### config.mk
export PLATFORM = sky130hd
export DESIGN_NAME = arb_lock_n_flat
export DESIGN_NICKNAME = d
export VERILOG_FILES = /design/src/rtl/arb_pkg.sv /design/src/rtl/arb_lock_n_if.sv /design/src/rtl/arb_lfsr.sv /design/src/rtl/arb_lock_n.sv /design/src/flat_wrapper.sv
export SDC_FILE = /design/constraint.sdc
export NUM_CORES = 1
export LEC_CHECK = 0
export BUFFER_PORTS_ARGS = -buffer_cell sky130_fd_sc_hd__buf_2
export CORE_ASPECT_RATIO = 0.75
export CORE_MARGIN = 2
export CORE_UTILIZATION = 50
export CTS_CLUSTER_DIAMETER = 150
export DETAILED_ROUTE_END_ITERATION = 8
export PLACE_DENSITY = 0.7
export REMOVE_ABC_BUFFERS = 1
export SLEW_MARGIN = 20
export SYNTH_ARGS = -nofsm -noshare
export SYNTH_HDL_FRONTEND = slang
export SYNTH_SLANG_ARGS = --single-unit
### constraint.sdc
create_clock -name clk -period 12.5 [get_ports clk]
set_input_delay 2.5 -clock clk [delete_from_list [all_inputs] [get_ports clk]]
set_output_delay 2.5 -clock clk [all_outputs]
set_load 0.01 [all_outputs]
### src/rtl/arb_pkg.sv
// Shared types and helpers for the arb_lock_n arbiter: mode/state enums,
// circular first-set picker and maximal-length Galois LFSR tap masks.
package arb_pkg;

   localparam int unsigned MAX_N = 16;

   typedef enum logic [1:0] {
      ARB_FIXED = 2'd0,
      ARB_RR    = 2'd1,
      ARB_RAND  = 2'd2
   } arb_mode_e;

   typedef enum logic [1:0] {
      IDLE = 2'd0,
      GNT  = 2'd1,
      LOCK = 2'd2
   } arb_state_e;

   // One-hot of the first set bit of mask searching start, start+1, ... (mod n).
   // Walking backwards lets the lowest offset overwrite earlier finds.
   function automatic logic [MAX_N-1:0] pick_from(input logic [3:0] start,
                                                  input logic [MAX_N-1:0] mask,
                                                  input logic [4:0] n);
      logic [MAX_N-1:0] res;
      logic [4:0]       idx;
      res = '0;
      for (int i = MAX_N - 1; i >= 0; i--) begin
         idx = {1'b0, start} + 5'(i);
         if (idx >= n) idx = idx - n;
         if ((5'(i) < n) && mask[idx[3:0]]) begin
            res = '0;
            res[idx[3:0]] = 1'b1;
         end
      end
      return res;
   endfunction

   // Right-shift Galois toggle masks for maximal-length sequences.
   function automatic logic [15:0] lfsr_taps(input int w);
      case (w)
         3:       return 16'h0006;
         4:       return 16'h000C;
         5:       return 16'h0014;
         6:       return 16'h0030;
         7:       return 16'h0060;
         8:       return 16'h00B8;
         9:       return 16'h0110;
         10:      return 16'h0240;
         11:      return 16'h0500;
         12:      return 16'h0E08;
         13:      return 16'h1C80;
         14:      return 16'h3802;
         15:      return 16'h6000;
         default: return 16'hD008;
      endcase
   endfunction

endpackage

### src/rtl/arb_lock_n_if.sv
// Requester/arbiter bundle for arb_lock_n. Handshake: req[i] is level-held by
// master i; gnt is a registered one-hot select, valid while gnt_vld is high.
interface arb_lock_n_if #(parameter int N = 4);
   import arb_pkg::*;

   localparam int IDW = $clog2(N);

   logic [N-1:0]   req;
   logic [N-1:0]   lock;
   logic [2:0]     arb_type;
   logic [IDW-1:0] prio_sel;
   logic [N-1:0]   gnt;
   logic [IDW-1:0] gnt_id;
   logic           gnt_vld;
   logic [N-1:0]   starve;
   arb_state_e     dbg_state;

   modport master (
      output req, lock, arb_type, prio_sel,
      input  gnt, gnt_id, gnt_vld, starve, dbg_state
   );

   modport slave (
      input  req, lock, arb_type, prio_sel,
      output gnt, gnt_id, gnt_vld, starve, dbg_state
   );

endinterface

### src/rtl/arb_lfsr.sv
// Galois PN generator seeded with 1; advances every cycle out of reset.
module arb_lfsr import arb_pkg::*; #(
   parameter int LFSR_W = 8
) (
   input  logic              clk,
   input  logic              rst_n,
   output logic [LFSR_W-1:0] out
);

   localparam logic [LFSR_W-1:0] TAPS = LFSR_W'(lfsr_taps(LFSR_W));

   always_ff @(posedge clk or negedge rst_n) begin
      if (!rst_n)      out <= LFSR_W'(1);
      else if (out[0]) out <= (out >> 1) ^ TAPS;
      else             out <= out >> 1;
   end

endmodule

### src/rtl/arb_lock_n.sv
// N-way registered arbiter (fixed / round-robin / random) with bounded grant
// locking. Define ARB_STARVE_EN to add per-master starvation override.
module arb_lock_n import arb_pkg::*; #(
   parameter int N          = 4,
   parameter int LFSR_W     = 8,
   parameter int MAX_HOLD   = 8,
   parameter int STARVE_LIM = 16
) (
   input  logic        clk,
   input  logic        rst_n,
   arb_lock_n_if.slave bus
);

   localparam int IDW = $clog2(N);
   localparam int HW  = $clog2(MAX_HOLD + 1);
   localparam logic [HW-1:0] HOLD_MAX = HW'(MAX_HOLD);
   localparam logic [4:0]    N5       = 5'(N);

   arb_state_e        state_q, state_d;
   logic [N-1:0]      gnt_q, gnt_d;
   logic [HW-1:0]     hold_q, hold_d;
   logic [IDW-1:0]    rr_ptr_q;
   logic [IDW-1:0]    start_rr, start_rand;
   logic [LFSR_W-1:0] lfsr;
   logic [N-1:0]      starve_q, starve_pick;
   logic [N-1:0]      holder_lock, pick_all, pick_other;
   logic [3:0]        pick_start;
   logic              pick_circ;
   logic              mode_off;
   arb_mode_e         mode;

   arb_lfsr #(.LFSR_W(LFSR_W)) u_lfsr (
      .clk   (clk),
      .rst_n (rst_n),
      .out   (lfsr)
   );

   function automatic logic [IDW-1:0] oh2idx(input logic [N-1:0] oh);
      logic [IDW-1:0] r;
      r = '0;
      for (int i = 0; i < N; i++) if (oh[i]) r = r | IDW'(i);
      return r;
   endfunction

   // Fixed and random try their start index first, then plain ascending;
   // round-robin is a true circular search.
   function automatic logic [N-1:0] mode_pick(input logic [N-1:0] mask,
                                              input logic [3:0] s,
                                              input logic circ);
      logic [MAX_N-1:0] m, res;
      m = MAX_N'(mask);
      if (circ) res = pick_from(s, m, N5);
      else if (m[s]) begin
         res    = '0;
         res[s] = 1'b1;
      end else res = pick_from(4'd0, m, N5);
      return N'(res);
   endfunction

   assign mode_off   = bus.arb_type > 3'd2;
   assign mode       = (bus.arb_type == 3'd1) ? ARB_RR :
                       (bus.arb_type == 3'd2) ? ARB_RAND : ARB_FIXED;
   assign start_rr   = (rr_ptr_q == IDW'(N - 1)) ? '0 : rr_ptr_q + IDW'(1);
   assign start_rand = IDW'(32'(lfsr) % 32'(N));

   always_comb begin
      pick_start = 4'd0;
      pick_circ  = 1'b0;
      case (mode)
         ARB_FIXED: pick_start = (5'(bus.prio_sel) < N5) ? 4'(bus.prio_sel) : 4'd0;
         ARB_RR: begin
            pick_start = 4'(start_rr);
            pick_circ  = 1'b1;
         end
         default:   pick_start = 4'(start_rand);
      endcase
   end

   assign holder_lock = gnt_q & bus.req & bus.lock;
   assign pick_all    = mode_pick(bus.req, pick_start, pick_circ);
   assign pick_other  = mode_pick(bus.req & ~gnt_q, pick_start, pick_circ);

   always_comb begin
      gnt_d   = '0;
      state_d = IDLE;
      hold_d  = '0;
      if (mode_off) begin
         gnt_d = '0;
      end else if (|starve_pick) begin
         gnt_d   = starve_pick;
         state_d = GNT;
         hold_d  = HW'(1);
      end else if ((|holder_lock) && (hold_q < HOLD_MAX)) begin
         gnt_d   = gnt_q;
         state_d = LOCK;
         hold_d  = hold_q + HW'(1);
      end else if (|holder_lock) begin
         // Hold expired: holder sits out one pick unless nobody else wants the bus.
         gnt_d   = (|pick_other) ? pick_other : gnt_q;
         state_d = GNT;
         hold_d  = HW'(1);
      end else if (|pick_all) begin
         gnt_d   = pick_all;
         state_d = GNT;
         hold_d  = HW'(1);
      end
   end

   always_ff @(posedge clk or negedge rst_n) begin
      if (!rst_n) begin
         state_q  <= IDLE;
         gnt_q    <= '0;
         hold_q   <= '0;
         rr_ptr_q <= IDW'(N - 1);
      end else begin
         state_q <= state_d;
         gnt_q   <= gnt_d;
         hold_q  <= hold_d;
         if (|gnt_d) rr_ptr_q <= oh2idx(gnt_d);
      end
   end

`ifdef ARB_STARVE_EN
   localparam int CW = $clog2(STARVE_LIM + 1);
   localparam logic [CW-1:0] LIM = CW'(STARVE_LIM);

   logic [CW-1:0] wait_q [N];
   logic [CW-1:0] wait_d [N];

   always_comb begin
      for (int i = 0; i < N; i++) begin
         wait_d[i] = wait_q[i];
         if (!bus.req[i] || gnt_d[i]) wait_d[i] = '0;
         else if (wait_q[i] != LIM)   wait_d[i] = wait_q[i] + CW'(1);
      end
   end

   always_ff @(posedge clk or negedge rst_n) begin
      if (!rst_n) begin
         for (int i = 0; i < N; i++) wait_q[i] <= '0;
         starve_q <= '0;
      end else begin
         for (int i = 0; i < N; i++) begin
            wait_q[i]   <= wait_d[i];
            starve_q[i] <= (wait_d[i] == LIM);
         end
      end
   end

   // A starved master that has since dropped req must not be granted.
   assign starve_pick = N'(pick_from(4'd0, MAX_N'(starve_q & bus.req), N5));
`else
   assign starve_q    = '0;
   assign starve_pick = '0;
`endif

   assign bus.gnt       = gnt_q;
   assign bus.gnt_id    = oh2idx(gnt_q);
   assign bus.gnt_vld   = |gnt_q;
   assign bus.starve    = starve_q;
   assign bus.dbg_state = state_q;

endmodule

### src/flat_wrapper.sv
// flat-port wrapper written by rule: the top's interface ports become plain ports
module arb_lock_n_flat import arb_pkg::*;
#(
   parameter int N          = 4,
   parameter int LFSR_W     = 8,
   parameter int MAX_HOLD   = 8,
   parameter int STARVE_LIM = 16
)
  (clk, rst_n, bus_req, bus_lock, bus_arb_type, bus_prio_sel, bus_gnt, bus_gnt_id, bus_gnt_vld, bus_starve, bus_dbg_state);
  arb_lock_n_if #(.N(N)) bus_i ();
  input  logic clk;
  input  logic rst_n;
  input wire logic [$bits(bus_i.req)-1:0] bus_req;
  input wire logic [$bits(bus_i.lock)-1:0] bus_lock;
  input wire logic [$bits(bus_i.arb_type)-1:0] bus_arb_type;
  input wire logic [$bits(bus_i.prio_sel)-1:0] bus_prio_sel;
  output wire logic [$bits(bus_i.gnt)-1:0] bus_gnt;
  output wire logic [$bits(bus_i.gnt_id)-1:0] bus_gnt_id;
  output wire logic [$bits(bus_i.gnt_vld)-1:0] bus_gnt_vld;
  output wire logic [$bits(bus_i.starve)-1:0] bus_starve;
  output wire logic [$bits(bus_i.dbg_state)-1:0] bus_dbg_state;
  assign bus_i.req = bus_req;
  assign bus_i.lock = bus_lock;
  assign bus_i.arb_type = bus_arb_type;
  assign bus_i.prio_sel = bus_prio_sel;
  assign bus_gnt = bus_i.gnt;
  assign bus_gnt_id = bus_i.gnt_id;
  assign bus_gnt_vld = bus_i.gnt_vld;
  assign bus_starve = bus_i.starve;
  assign bus_dbg_state = bus_i.dbg_state;
  arb_lock_n #(.N(N), .LFSR_W(LFSR_W), .MAX_HOLD(MAX_HOLD), .STARVE_LIM(STARVE_LIM)) u_core (.clk(clk), .rst_n(rst_n), .bus(bus_i));
endmodule
Yosys cells after proc, flatten, opt, wreduce, memory -nomap -nowiden
Index checks and enable logic that the tools add are counted.
{ "classes": {"n_bitwise": 5, "addsub": 9, "n_eq_ne": 4, "n_mux": 83, "n_reduce_logical": 12, "order_cmp": 16} }
{ "op_table": {"columns": ["operator", "n"], "rows": [
  ["4-bit two-way mux", 36],
  ["1-bit binary-select mux with 4-bit select", 10],
  ["4-bit by 5-bit < comparator with 1-bit output, second input constant", 5],
  ["1-bit demux with 4-bit select", 5],
  ["4-bit by 1-bit greater-or-equal comparator with 1-bit output, second input constant", 5],
  ["1-bit two-way mux", 20],
  ["2-bit two-way mux", 10],
  ["4-bit OR reduction", 5],
  ["5-bit by 3-bit greater-or-equal comparator with 1-bit output, second input constant", 3],
  ["4-bit bitwise AND", 3],
  ["8-bit two-way mux", 1],
  ["3-bit by 3-bit subtractor with 4-bit output, second input constant", 2],
  ["2-bit by 2-bit adder with 3-bit output, second input constant", 2],
  ["1-bit logical AND", 6],
  ["4-bit by 1-bit adder with 4-bit output, second input constant", 1],
  ["4-bit < comparator, second input constant", 1],
  ["3-bit inverter with 4-bit output", 1],
  ["4-bit inverter", 1],
  ["2-bit one-hot mux with 2 select lines", 1],
  ["2-bit by 3-bit subtractor with 4-bit output, second input constant", 1],
  ["4-bit by 3-bit subtractor with 4-bit output, second input constant", 1],
  ["2-bit by 1-bit adder with 3-bit output, second input constant", 1],
  ["3-bit by 1-bit == test with 1-bit output, second input constant", 1],
  ["3-bit by 2-bit == test with 1-bit output, second input constant", 1],
  ["6 further kinds", 6]
]} }
{ "word_totals": {"word_cells": 134, "input_bits": 15, "ff_bits": 20, "out_inout_bits": 13} }

Depth between registers and ports, before layout
{ "logic_depth": {"depth_word": 26, "ltp_mapped": 17, "ltp_nobuf": 16} }

Cells and area by module
A second synthesis with hierarchy kept.
{ "hier_totals": {"hier_cells": 237, "area_unflattened_um2": 2072.0} }
{ "modules_own_cells": {"columns": ["module", "instances", "area_each_um2", "cells_each", "seq_area_each_um2"], "rows": [
  ["arb_lock_n", 1, 1844.3, 226, 302.8],
  ["arb_lfsr", 1, 227.7, 11, 201.4]
]} }

Worst setup path before layout
Ideal clock, no wire load.
{ "synth_path": {"path_type": "input-to-reg", "startpoint": "input bus_arb_type[0]", "endpoint": "register u_core.rr_ptr_q[0]", "path_slack_ns": 6.400, "required_time_ns": 12.416, "path_buffers": 3, "arrival_ns": 6.017, "setup_ns": 0.084, "path_stages": 17, "cell_sequence": "buf_6 -> nand2b_4 -> o22a_4 -> o22ai_4 -> inv_1 -> ha_1 -> clkbuf_1 -> inv_1 -> mux4_2 -> buf_6 -> a221o_1 -> a211o_1 -> nor4b_4 -> and3_4 -> o211ai_2 -> inv_2 -> a311o_1"} }
{ "synth_between": {"elab_cells_between_ends": 96, "cone_classes": "7 x add/sub; 15 x order compare; 3 x eq/ne; 62 x mux; 9 x reduce/logical"} }
{ "synth_rtl": {"columns": ["element", "line_no", "text"], "rows": [
  ["from (decl)", "flat_wrapper.sv:15", "input wire logic [$bits(bus_i.arb_type)-1:0] bus_arb_type;"],
  ["3-bit by 2-bit == test with 1-bit output", "arb_lock_n.sv:62", "(bus.arb_type == 3'd2) ? ARB_RAND : ARB_FIXED;"],
  ["2-bit two-way mux", "arb_lock_n.sv:62", null],
  ["2-bit two-way mux", "arb_lock_n.sv:61", "assign mode = (bus.arb_type == 3'd1) ? ARB_RR :"],
  ["2-bit by 1-bit == test with 1-bit output or 2-bit zero test (tied branches)", "arb_lock_n.sv:69", "case (mode)"],
  ["2-bit one-hot mux with 2 select lines", "arb_lock_n.sv:69", null],
  ["2-bit by 2-bit adder with 3-bit output", "arb_pkg.sv:28", "idx = {1'b0, start} + 5'(i);"],
  ["5-bit by 3-bit greater-or-equal comparator with 1-bit output or 3-bit by 3-bit subtractor with 4-bit output (tied branches)", "arb_pkg.sv:29", "if (idx >= n) idx = idx - n;"],
  ["4-bit two-way mux", "arb_pkg.sv:29", null],
  ["[9 not listed]", null, null],
  ["4-bit two-way mux", "arb_lock_n.sv:52", "if (circ) res = pick_from(s, m, N5);"],
  ["4-bit OR reduction (on tied branches)", "arb_lock_n.sv:102, arb_lock_n.sv:99", null],
  ["4-bit two-way mux (on tied branches)", "arb_lock_n.sv:102, arb_lock_n.sv:99", null],
  ["4-bit two-way mux", "arb_lock_n.sv:97", "end else if (|holder_lock) begin"],
  ["4-bit two-way mux", "arb_lock_n.sv:93", "end else if ((|holder_lock) && (hold_q < HOLD_MAX)) begin"],
  ["4-bit two-way mux (*)", "arb_lock_n.sv:87", "if (mode_off) begin"],
  ["via u_core.gnt_d[3]", "arb_lock_n.sv:20", "logic [N-1:0] gnt_q, gnt_d;"],
  ["4-bit OR reduction or 2-bit two-way mux (tied branches)", "arb_lock_n.sv:119, arb_lock_n.sv:41", null],
  ["to (signal assigned)", "arb_lock_n.sv:114", "rr_ptr_q <= IDW'(N - 1);"],
  ["to (signal assigned)", "arb_lock_n.sv:119", "if (|gnt_d) rr_ptr_q <= oh2idx(gnt_d);"],
  ["to (decl)", "arb_lock_n.sv:22", "logic [IDW-1:0] rr_ptr_q;"]
]} }
Mark *: on every way through the listed nets, which the timed path passes. The rest lies on a longest branch. The select of a mux whose other input is x is not followed.
A chain may end at the register's enable or synchronous reset.

Final worst setup path
Same ends and word-level chain as after synthesis.

==> impl_metrics.env <==
export IMPL_status="finished, final reports clean"
export IMPL_die_x_um=81.5
export IMPL_cp_end_kind="flop"
export IMPL_ys_flop_type="dfrtp_1"
export IMPL_clk_pin_slew_ns=0.08
export IMPL_reg2reg_depth=15
export IMPL_r2r_start="u_core.rr_ptr_q[0]"
export IMPL_cts_resized=0
export IMPL_routabilityCongestion=0.978
export IMPL_clkLatencyLatePin_ns=0.26
export IMPL_design_core_area_sq_um=4390
export IMPL_rr_endpoint="u_core.rr_ptr_q[0]"
export IMPL_clock_sinks=20
export IMPL_routed_wl_mm=5.89
export IMPL_required_ns=12.69
export IMPL_reg2reg_slack_ns=8.18
export IMPL_crit_chain="buf_2 -> nand2b_4 -> o22a_4 -> o22ai_4 -> inv_1 -> ha_1 -> inv_1 -> mux4_2 -> nand4b_1 -> a311oi_1 -> nor2_1 -> and3_4 -> o211ai_2 -> inv_2 -> a311o_1"
export IMPL_min_period_over_period_pct=49.2
export IMPL_cts_root_buffer="clkbuf_8"
export IMPL_crit_family="compound AO/OA/AOI/OAI gates"
export IMPL_cp_common_cell="inv_1"
export IMPL_start_util_pct=51.3
export IMPL_post_cts_buffers=0
export IMPL_clk_path_buf_depth=2
export IMPL_ys_seq_area_share_pct=22.4
export IMPL_cp_num_buf_inv=4
export IMPL_ys_types=80
export IMPL_routedWlPerCell_um=18.0
export IMPL_clock_skew_ns=0.00182
export IMPL_ys_seq_elements=20
export IMPL_die_area_sq_um=5060
export IMPL_avgSynthCellArea_sq_um=8.69
export IMPL_first_iter_violations=207
export IMPL_first_global_vias=1807
export IMPL_slew_viol_final=0
export IMPL_synth_enable_flop_cells=0
export IMPL_cts_htree_levels=1
export IMPL_max_stage_delay_ns=0.63
export IMPL_synth_top_area_share_pct=18.9
export IMPL_synthCells=259
export IMPL_hp_class="flop to flop"
export IMPL_cp_slowest_cell="mux4_2"
export IMPL_vdd_drop_max_v=0.0000561
export IMPL_drive_above_1_share_pct=21.5
export IMPL_hp_start="u_core.u_lfsr.out[7]"
export IMPL_synthArstFlopShare_pct=100
export IMPL_min_period_ns=6.15
export IMPL_cap_viol_max_count=0
export IMPL_syn2layout_area_growth_pct=6.34
export IMPL_drcViolationCount=0
export IMPL_antennaDiodeCount=0
export IMPL_yosysTopAreaCell="dfrtp_1"
export IMPL_worstPathArrival_ns=6.34
export IMPL_rsz0062_at_grt="no"
export IMPL_final_nets=296
export IMPL_viasPerCell=6.31
export IMPL_cts_tree="yes"
export IMPL_tightestPinTransition_ns=1.05
export IMPL_grt_max_degree=21
export IMPL_synth_warnings=0
export IMPL_multi_input_area_sq_um=1570
export IMPL_drt_first_pass_iters=5
export IMPL_io_buffer_count=23
export IMPL_ant_nets=0
export IMPL_cts_inserted_buffers=3
export IMPL_timing_fmax_ghz=0.163
export IMPL_vias=2065
export IMPL_grt_pass1_wl_mm=9.28
export IMPL_cp_max_fo=10
export IMPL_powerDensity_nw_per_um2=128
export IMPL_rows=21
export IMPL_cts_hold_buffers_added=0
export IMPL_worstSetupPathType="input pin to flop"
export IMPL_holdWs_ns=0.359
export IMPL_hold_violations=0
export IMPL_antenna_found_initial=0
export IMPL_fp_dieH_um=62.1
export IMPL_cp_start_kind="input pin"
export IMPL_tns_ns=0
export IMPL_pin_count=28
export IMPL_slew_limit_headroom_pct=29.8
export IMPL_grt_usage_pct=23.6
export IMPL_holdPathEnd="u_core.u_lfsr.out[6]"
export IMPL_min_delay_path_depth=0
export IMPL_setup_viol=0
export IMPL_p_leak_nw=1.08
export IMPL_overflow=0
export IMPL_synth_area_sq_um=2250
export IMPL_hpwlAfterDp_mm=4.52
export IMPL_synth_area_top_cells="dfrtp_1 19%, ha_1 5.6%, mux2i_1 4.9%, dfstp_2 3.5%, nand2_1 3.2%"
export IMPL_fillers=405
export IMPL_seq_area_sq_um=504
metal layers:
layer,wire [um],vias up,track usage (%)
li1,-,976,-
met2,2390,92,31.9
met4,30,0,2.75
met3,458,6,4.22
met1,3010,991,39.6
met5,0,-,0
cell type report:
class                      instances  share of cell area, %
timing repair buffer              23                   4.81
inverter                          14                   2.40
clock buffer                       3                   1.73
clock inverter                     1                   1.25
sequential                        20                   21.1
multi-input combinational        209                   65.8
tap                               57                   2.98
synthesized netlist by cell type, types with 4 or more instances:
| cell type | instances |
|---|---|
| a21oi_1 | 9 |
| a311oi_1 | 4 |
| a31oi_1 | 4 |
| buf_4 | 4 |
| buf_6 | 5 |
| clkbuf_1 | 7 |
| dfrtp_1 | 17 |
| ha_1 | 10 |
| inv_1 | 12 |
| mux2_2 | 4 |
| mux2i_1 | 11 |
| nand2_1 | 19 |
| nand2b_1 | 7 |
| nand3_1 | 14 |
| nor2_1 | 14 |
| nor2b_1 | 9 |
| nor3_1 | 9 |
| nor3b_1 | 5 |
| o211ai_1 | 4 |
| o21ai_0 | 7 |
worst max path at each step:
stage,depth (start not counted),from,endpoint,slack (ns)
after CTS,15,bus_arb_type[0],u_core.rr_ptr_q[0],6.40
after global routing,15,bus_arb_type[0],u_core.rr_ptr_q[0],6.18
after detailed placement,14,bus_arb_type[0],u_core.rr_ptr_q[0],6.12
after floorplan,14,bus_arb_type[0],u_core.rr_ptr_q[0],6.64
after global placement,15,bus_arb_type[0],u_core.rr_ptr_q[0],6.17
final,15,bus_arb_type[0],u_core.rr_ptr_q[0],6.35
report_power, final:
group          switching (mW)  internal, mW  total, mW
Sequential            0.00728        0.0741     0.0813
Combinational          0.0970        0.0645      0.161
Clock                  0.0220        0.0427     0.0648
layout by cell type, fill, tap and decap left out, types with 9 or more instances in the layout:
master	Yosys	layout
nor2b_1	9	9
buf_2	2	23
inv_1	12	12
a21oi_1	9	9
nand2_1	19	19
nor2_1	14	14
ha_1	10	10
nor3_1	9	9
dfrtp_1	17	17
nand3_1	14	14
mux2i_1	11	11
sequential cells by signal, indices dropped and copies added (netlist names):
| name | count |
|---|---|
| u_core.bus.gnt | 4 |
| u_core.u_lfsr.out | 8 |
| u_core.bus.dbg_state | 2 |
| u_core.hold_q | 4 |
| u_core.rr_ptr_q | 2 |
cell families (layout without fill, tap and decap cells):
| kind of cell | after synthesis | in the layout | share of synthesized area, % |
|---|---|---|---|
| xor gates and xnor gates | 6 | 6 | 3.17 |
| adders and majority gates | 10 | 10 | 5.56 |
| muxes | 17 | 17 | 8.56 |
| DFF | 20 | 20 | 22.4 |
| AOI/OAI and AO/OA | 69 | 69 | 25.7 |
| and+or+nand+nor | 103 | 103 | 26.3 |
| other | 1 | 4 | 0.167 |
| buffers and inverters | 33 | 41 | 8.17 |
through the flow:
stage / setup slack [ns] / instance area [sq um] / total power [mW] / instances / util, %
global placement: 6.17 / 2320 / 0.239 / 323 / 52.9
detailed placement: 6.12 / 2320 / 0.240 / 323 / 52.9
CTS: 6.40 / 2390 / 0.305 / 327 / 54.5
floorplan: 6.64 / 2140 / 0.198 / 243 / -
global route: 6.18 / 2390 / 0.327 / 327 / 54.5
finish: 6.35 / 2390 / 0.308 / 327 / 54.5
Note: power is estimated with default switching activity, not from simulation.
